[src/rtl/wn_alu_pipe.sv]
// wn_alu_pipe: two-stage elastic ALU with running accumulator.
// S1 captures opcode/operands; S2 computes and holds the result until the
// consumer accepts it. Optional macro WN_ALU_FLAGS_EN adds registered
// carry/borrow and zero flags (out_carry, out_zero).
module wn_alu_pipe #(
    parameter int          WIDTH    = 32,
    parameter logic [63:0] ACC_INIT = 64'd0
) (
    input  logic             clk,
    input  logic             rst,
    input  logic             in_valid,
    output logic             in_ready,
    input  logic [2:0]       in_op,
    input  logic [WIDTH-1:0] in_a,
    input  logic [WIDTH-1:0] in_b,
    output logic             out_valid,
    input  logic             out_ready,
    output logic [WIDTH-1:0] out_data
`ifdef WN_ALU_FLAGS_EN
    ,
    output logic             out_carry,
    output logic             out_zero
`endif
);

    typedef enum logic [2:0] {
        OP_ADD    = 3'd0,
        OP_SUB    = 3'd1,
        OP_AND    = 3'd2,
        OP_OR     = 3'd3,
        OP_XOR    = 3'd4,
        OP_NOT    = 3'd5,
        OP_ACCADD = 3'd6,
        OP_ACCCLR = 3'd7
    } op_e;

    localparam logic [WIDTH-1:0] ACC_RST = ACC_INIT[WIDTH-1:0];

    // Arithmetic is one bit wider only when the carry flag needs bit WIDTH.
`ifdef WN_ALU_FLAGS_EN
    localparam int XW = WIDTH + 1;
`else
    localparam int XW = WIDTH;
`endif

    logic             s1_valid;
    logic [2:0]       s1_op;
    logic [WIDTH-1:0] s1_a;
    logic [WIDTH-1:0] s1_b;
    logic [WIDTH-1:0] acc;
    logic             s1_adv;

    logic [XW-1:0]    sum_add;
    logic [XW-1:0]    sum_sub;
    logic [XW-1:0]    sum_acc;
    logic [WIDTH-1:0] res;
    logic [WIDTH-1:0] acc_nxt;
    logic             acc_we;
`ifdef WN_ALU_FLAGS_EN
    logic             carry;
`endif

    assign s1_adv   = s1_valid && (!out_valid || out_ready);
    assign in_ready = !s1_valid || s1_adv;

    // S1 capture register: loads on input transfer, empties when it advances.
    always_ff @(posedge clk) begin
        if (rst) begin
            s1_valid <= 1'b0;
            s1_op    <= 3'd0;
            s1_a     <= '0;
            s1_b     <= '0;
        end else if (in_valid && in_ready) begin
            s1_valid <= 1'b1;
            s1_op    <= in_op;
            s1_a     <= in_a;
            s1_b     <= in_b;
        end else if (s1_adv) begin
            s1_valid <= 1'b0;
        end
    end

    // Result, accumulator update and flags computed from the S1 contents.
    always_comb begin
        sum_add = XW'(s1_a) + XW'(s1_b);
        sum_sub = XW'(s1_a) - XW'(s1_b);
        sum_acc = XW'(acc) + XW'(s1_a);
        res     = '0;
        acc_nxt = acc;
        acc_we  = 1'b0;
`ifdef WN_ALU_FLAGS_EN
        carry   = 1'b0;
`endif
        case (op_e'(s1_op))
            OP_ADD: begin
                res = sum_add[WIDTH-1:0];
`ifdef WN_ALU_FLAGS_EN
                carry = sum_add[WIDTH];
`endif
            end
            OP_SUB: begin
                res = sum_sub[WIDTH-1:0];
`ifdef WN_ALU_FLAGS_EN
                carry = sum_sub[WIDTH];
`endif
            end
            OP_AND: res = s1_a & s1_b;
            OP_OR:  res = s1_a | s1_b;
            OP_XOR: res = s1_a ^ s1_b;
            OP_NOT: res = ~s1_a;
            OP_ACCADD: begin
                res     = sum_acc[WIDTH-1:0];
                acc_nxt = sum_acc[WIDTH-1:0];
                acc_we  = 1'b1;
`ifdef WN_ALU_FLAGS_EN
                carry = sum_acc[WIDTH];
`endif
            end
            OP_ACCCLR: begin
                res     = acc;
                acc_nxt = ACC_RST;
                acc_we  = 1'b1;
            end
            default: res = '0;
        endcase
    end

    // S2 output register and accumulator: load on advance, hold while stalled.
    always_ff @(posedge clk) begin
        if (rst) begin
            out_valid <= 1'b0;
            out_data  <= '0;
            acc       <= ACC_RST;
`ifdef WN_ALU_FLAGS_EN
            out_carry <= 1'b0;
            out_zero  <= 1'b0;
`endif
        end else if (s1_adv) begin
            out_valid <= 1'b1;
            out_data  <= res;
            if (acc_we) begin
                acc <= acc_nxt;
            end
`ifdef WN_ALU_FLAGS_EN
            out_carry <= carry;
            out_zero  <= (res == '0);
`endif
        end else if (out_ready) begin
            out_valid <= 1'b0;
        end
    end

endmodule

[config.mk]
export PLATFORM = sky130hd
export DESIGN_NAME = wn_alu_pipe
export DESIGN_NICKNAME = d
export VERILOG_FILES = /design/src/rtl/wn_alu_pipe.sv
export SDC_FILE = /design/constraint.sdc
export NUM_CORES = 1
export LEC_CHECK = 0
export CORE_ASPECT_RATIO = 1.1
export CORE_UTILIZATION = 56
export CTS_CLUSTER_SIZE = 30
export DETAILED_ROUTE_END_ITERATION = 10
export PLACE_DENSITY = 0.78
export SLEW_MARGIN = 20
export SYNTH_ARGS = -nofsm -noshare
export SYNTH_HDL_FRONTEND = slang
export SYNTH_SLANG_ARGS = --single-unit
[constraint.sdc]
create_clock -name clk -period 4.5 [get_ports clk]
set_clock_uncertainty 0.15 [all_clocks]
set_input_delay 0.45 -clock clk [delete_from_list [all_inputs] [get_ports clk]]
set_output_delay 0.45 -clock clk [all_outputs]
set_load 0.02 [all_outputs]
==> impl_metrics.toml <==
[run_status]
outcome = "finished clean"

[clock_tree]
clk_pin_slew_ns = 0.06
clk_latency_ns = 0.43
cts_tree = "yes"
cts-htree-levels = 4
root_buffer = "clkbuf_16"
clockBufferDepth = 2
cts_inserted_buffers = 17
postCtsSetupRepairBufs = 0
clkSinkCount = 133

[synth]
synthesis.nets = 1745
ys_seq_area_frac = 0.237
synthArstFlopShare = 0
yosysTopAreaCell = "dfxtp_1"
synth_area_leaders = "dfxtp_1 24%, ha_1 14%, a21oi_1 8.9%"
synth_edf_count = 0
syn_area_sq_um = 11200
yosysUniqueCellTypes = 73
postSynthCellCount = 1545
yosysWarnings = 0
syn_avg_cell_area_sq_um = 7.28
synthFlopType = "dfxtp_1"
ys_ff_latch = 133
synth.top_cell.area_share = 0.237

[floorplanning]
fp.coreArea_sq_um = 19700
start_util = 0.570
rows = 54
die_y_um = 151
ios = 105
die_width_um = 137
die_area_sq_um = 20700

[worst_setup_path]
start_kind = "register"
end_kind = "register"
critPathMaxFanout = 5
criticalPathCategory = "reg -> reg"
critPathArrivalTime_ns = 4.46
crit_start = "s1_b[6]"
path_cells = "or4_1 -> nor3_2 -> nor2b_2 -> nand2_1 -> nor2_2 -> a21oi_1 -> xnor2_1 -> ha_1 -> a21o_1 -> a21o_1 -> a21oi_1 -> a211o_1 -> a31oi_1 -> or4_1 -> a21oi_1 -> o21ai_1 -> nand3_1"
max_stage_delay_ns = 0.59
critPathSlowestCell = "or4_1"
crit_top_cell = "a21oi_1"
r2r-start = "s1_b[6]"
required_ns = 4.72

[routing]
route.detailed.drc = 0
first_iter_violations = 1311
wl_per_cell_um = 21.0
dr.pass1.iters = 6
viasPerCell = 6.29
ant_nets = 0
drt-total-wl_um = 39400
route.vias.total = 11800

[placement]
place_hpwl_um = 29700
place_congestion = 0.990
numPortBuffers = 104
placed_area_sq_um = 12500

[pwr]
p_per_area_nw_per_um2 = 292
power_mw = 3.82
peakVddDrop_v = 0.000245
leakagePower_nw = 5.49

[run]
maxCapViolCount = 0

[cells_and_area]
drive_gt1_frac = 0.0585
final_area_sq_um = 13100
n_antenna_cell = 0
final_net_count = 1810
n_fill_cell = 1728
area_growth_pct = 16.3
fin_util = 0.663

[sta]
fin_crit_sh = 0.943
fin_hold_ws_ns = 0.303
slew_headroom = 0.211
maxSlewViolCount = 0
fin_crit_ns = 4.24
finalSetupViolations = 0
hold_viol_final = 0
worstMarginPinSlew_ns = 1.18
rsz0062_at_grt = "false"
fmax_mhz = 236
fin_tns_setup_ns = 0

[global_routing]
grt_antenna_before_repair = 0
grt_usage = 0.381
grt_pass1_wl_um = 58900
grt_max_degree = 74
grt_pass1_vias = 10300
overflow = 0

[worst_hold_path]
hold_path.startpoint = "out_data[13]"
hp-class = "reg -> reg"
==> cell usage in the layout, fill, tap and decap left out, drive strengths merged, types with 5 or more instances in the layout <==
master	instances
a211o	7
a211oi	23
a21boi	8
a21o	32
a21oi	200
a221oi	22
a22oi	32
a31oi	15
buf	35
clkbuf	18
clkdlybuf4s50	103
clkinv	8
dfxtp	133
ha	127
inv	86
mux2i	16
nand2	248
nand2b	14
nand3	24
nand3b	5
nand4	15
nor2	117
nor3	23
nor3b	5
nor4	7
o211ai	10
o21a	11
o21ai	93
o21bai	6
o221ai	7
o22ai	9
o31ai	17
or2	7
or4	8
xnor2	52
xor2	17
==> worst max-delay path: cells and delay by family, from the launching register on <==
family | cells | cell delay, ns
xor gates and xnor gates | 1 | 0.22
DFF | 1 | 0.34
adders and majority gates | 1 | 0.27
AOI/OAI and AO/OA | 8 | 1.27
and+or+nand+nor | 7 | 1.94
==> Yosys cell counts (7+ instances only) <==
cell      instances
mux2i_1          16
o221ai_1          7
nor2_1          117
dfxtp_1         133
a22oi_1          32
a21boi_0          7
nand2_1         248
a21oi_1         200
o31ai_1          16
nand4_1          15
xor2_1           17
o211ai_1         10
o21ai_1           7
or4_1             8
a31oi_1          15
nand2b_1         14
clkbuf_1         85
a211oi_1         22
xnor2_1          52
nand3_1          24
o22ai_1           9
inv_1            82
a211o_1           7
o21a_1           11
a21o_1           31
ha_1            127
a221oi_1         22
o21ai_0          86
nor3_1           23
==> area by class of cell <==
cell class                      instances  area, sq um  share of cell area
Inverter                               84          315              0.0241
Clock inverter                         14          129             0.00985
Timing Repair Buffer                  138         1290              0.0989
Multi-Input combinational cell       1236         7930               0.606
Clock buffer                           18          429              0.0328
Tap cell                              252          315              0.0241
Sequential cell                       133         2660               0.204
==> what timing repair did <==
action	4_1_cts	5_1_grt
endpoints found under the setup margin	0	10
hold buffers	0	0
resized for setup	0	4
==> final timing paths <==
kind                                endpoint  slack (ns)  cells past startpoint
worst min register to register  out_data[13]        0.30                      2
worst min-delay path            out_data[13]        0.30                      2
worst max-delay path            out_data[31]        0.26                     17
worst max register to register  out_data[31]        0.26                     17
==> state kept, by name, indices dropped and copies added, names as in the netlist <==
register and cells:
acc 32, out_data 32, s1_op 3, s1_valid 1, s1_b 32, out_valid 1, s1_a 32
==> routing by layer <==
metal  track usage  share of wire  vias up
met5             0              0        -
met1         0.573           0.46     5450
met2         0.532           0.40      608
met3        0.0781           0.11       60
met4         0.117          0.023        0
li1              -              -     5676
==> kinds of logic after synthesis <==
kind of cell | synth area share
and+or+nand+nor | 0.193
DFF | 0.237
adders and majority gates | 0.145
buffers and inverters | 0.0602
xor gates and xnor gates | 0.0537
AOI/OAI and AO/OA | 0.296
muxes | 0.0162
==> stage by stage <==
stage,setup slack [ns],std cells
floorplan,0.508,1545
global placement,0.198,1843
detailed placement,0.144,1843
CTS,0.0923,1875
global route,0.0133,1875
finish,0.256,1875
==> power by group <==
part	switching, mW	total [mW]	internal [mW]
Sequential	0.0833	1.32	1.24
Clock	0.607	1.37	0.766
Combinational	0.669	1.12	0.454
No activity file was read; power rests on OpenSTA's default activity.
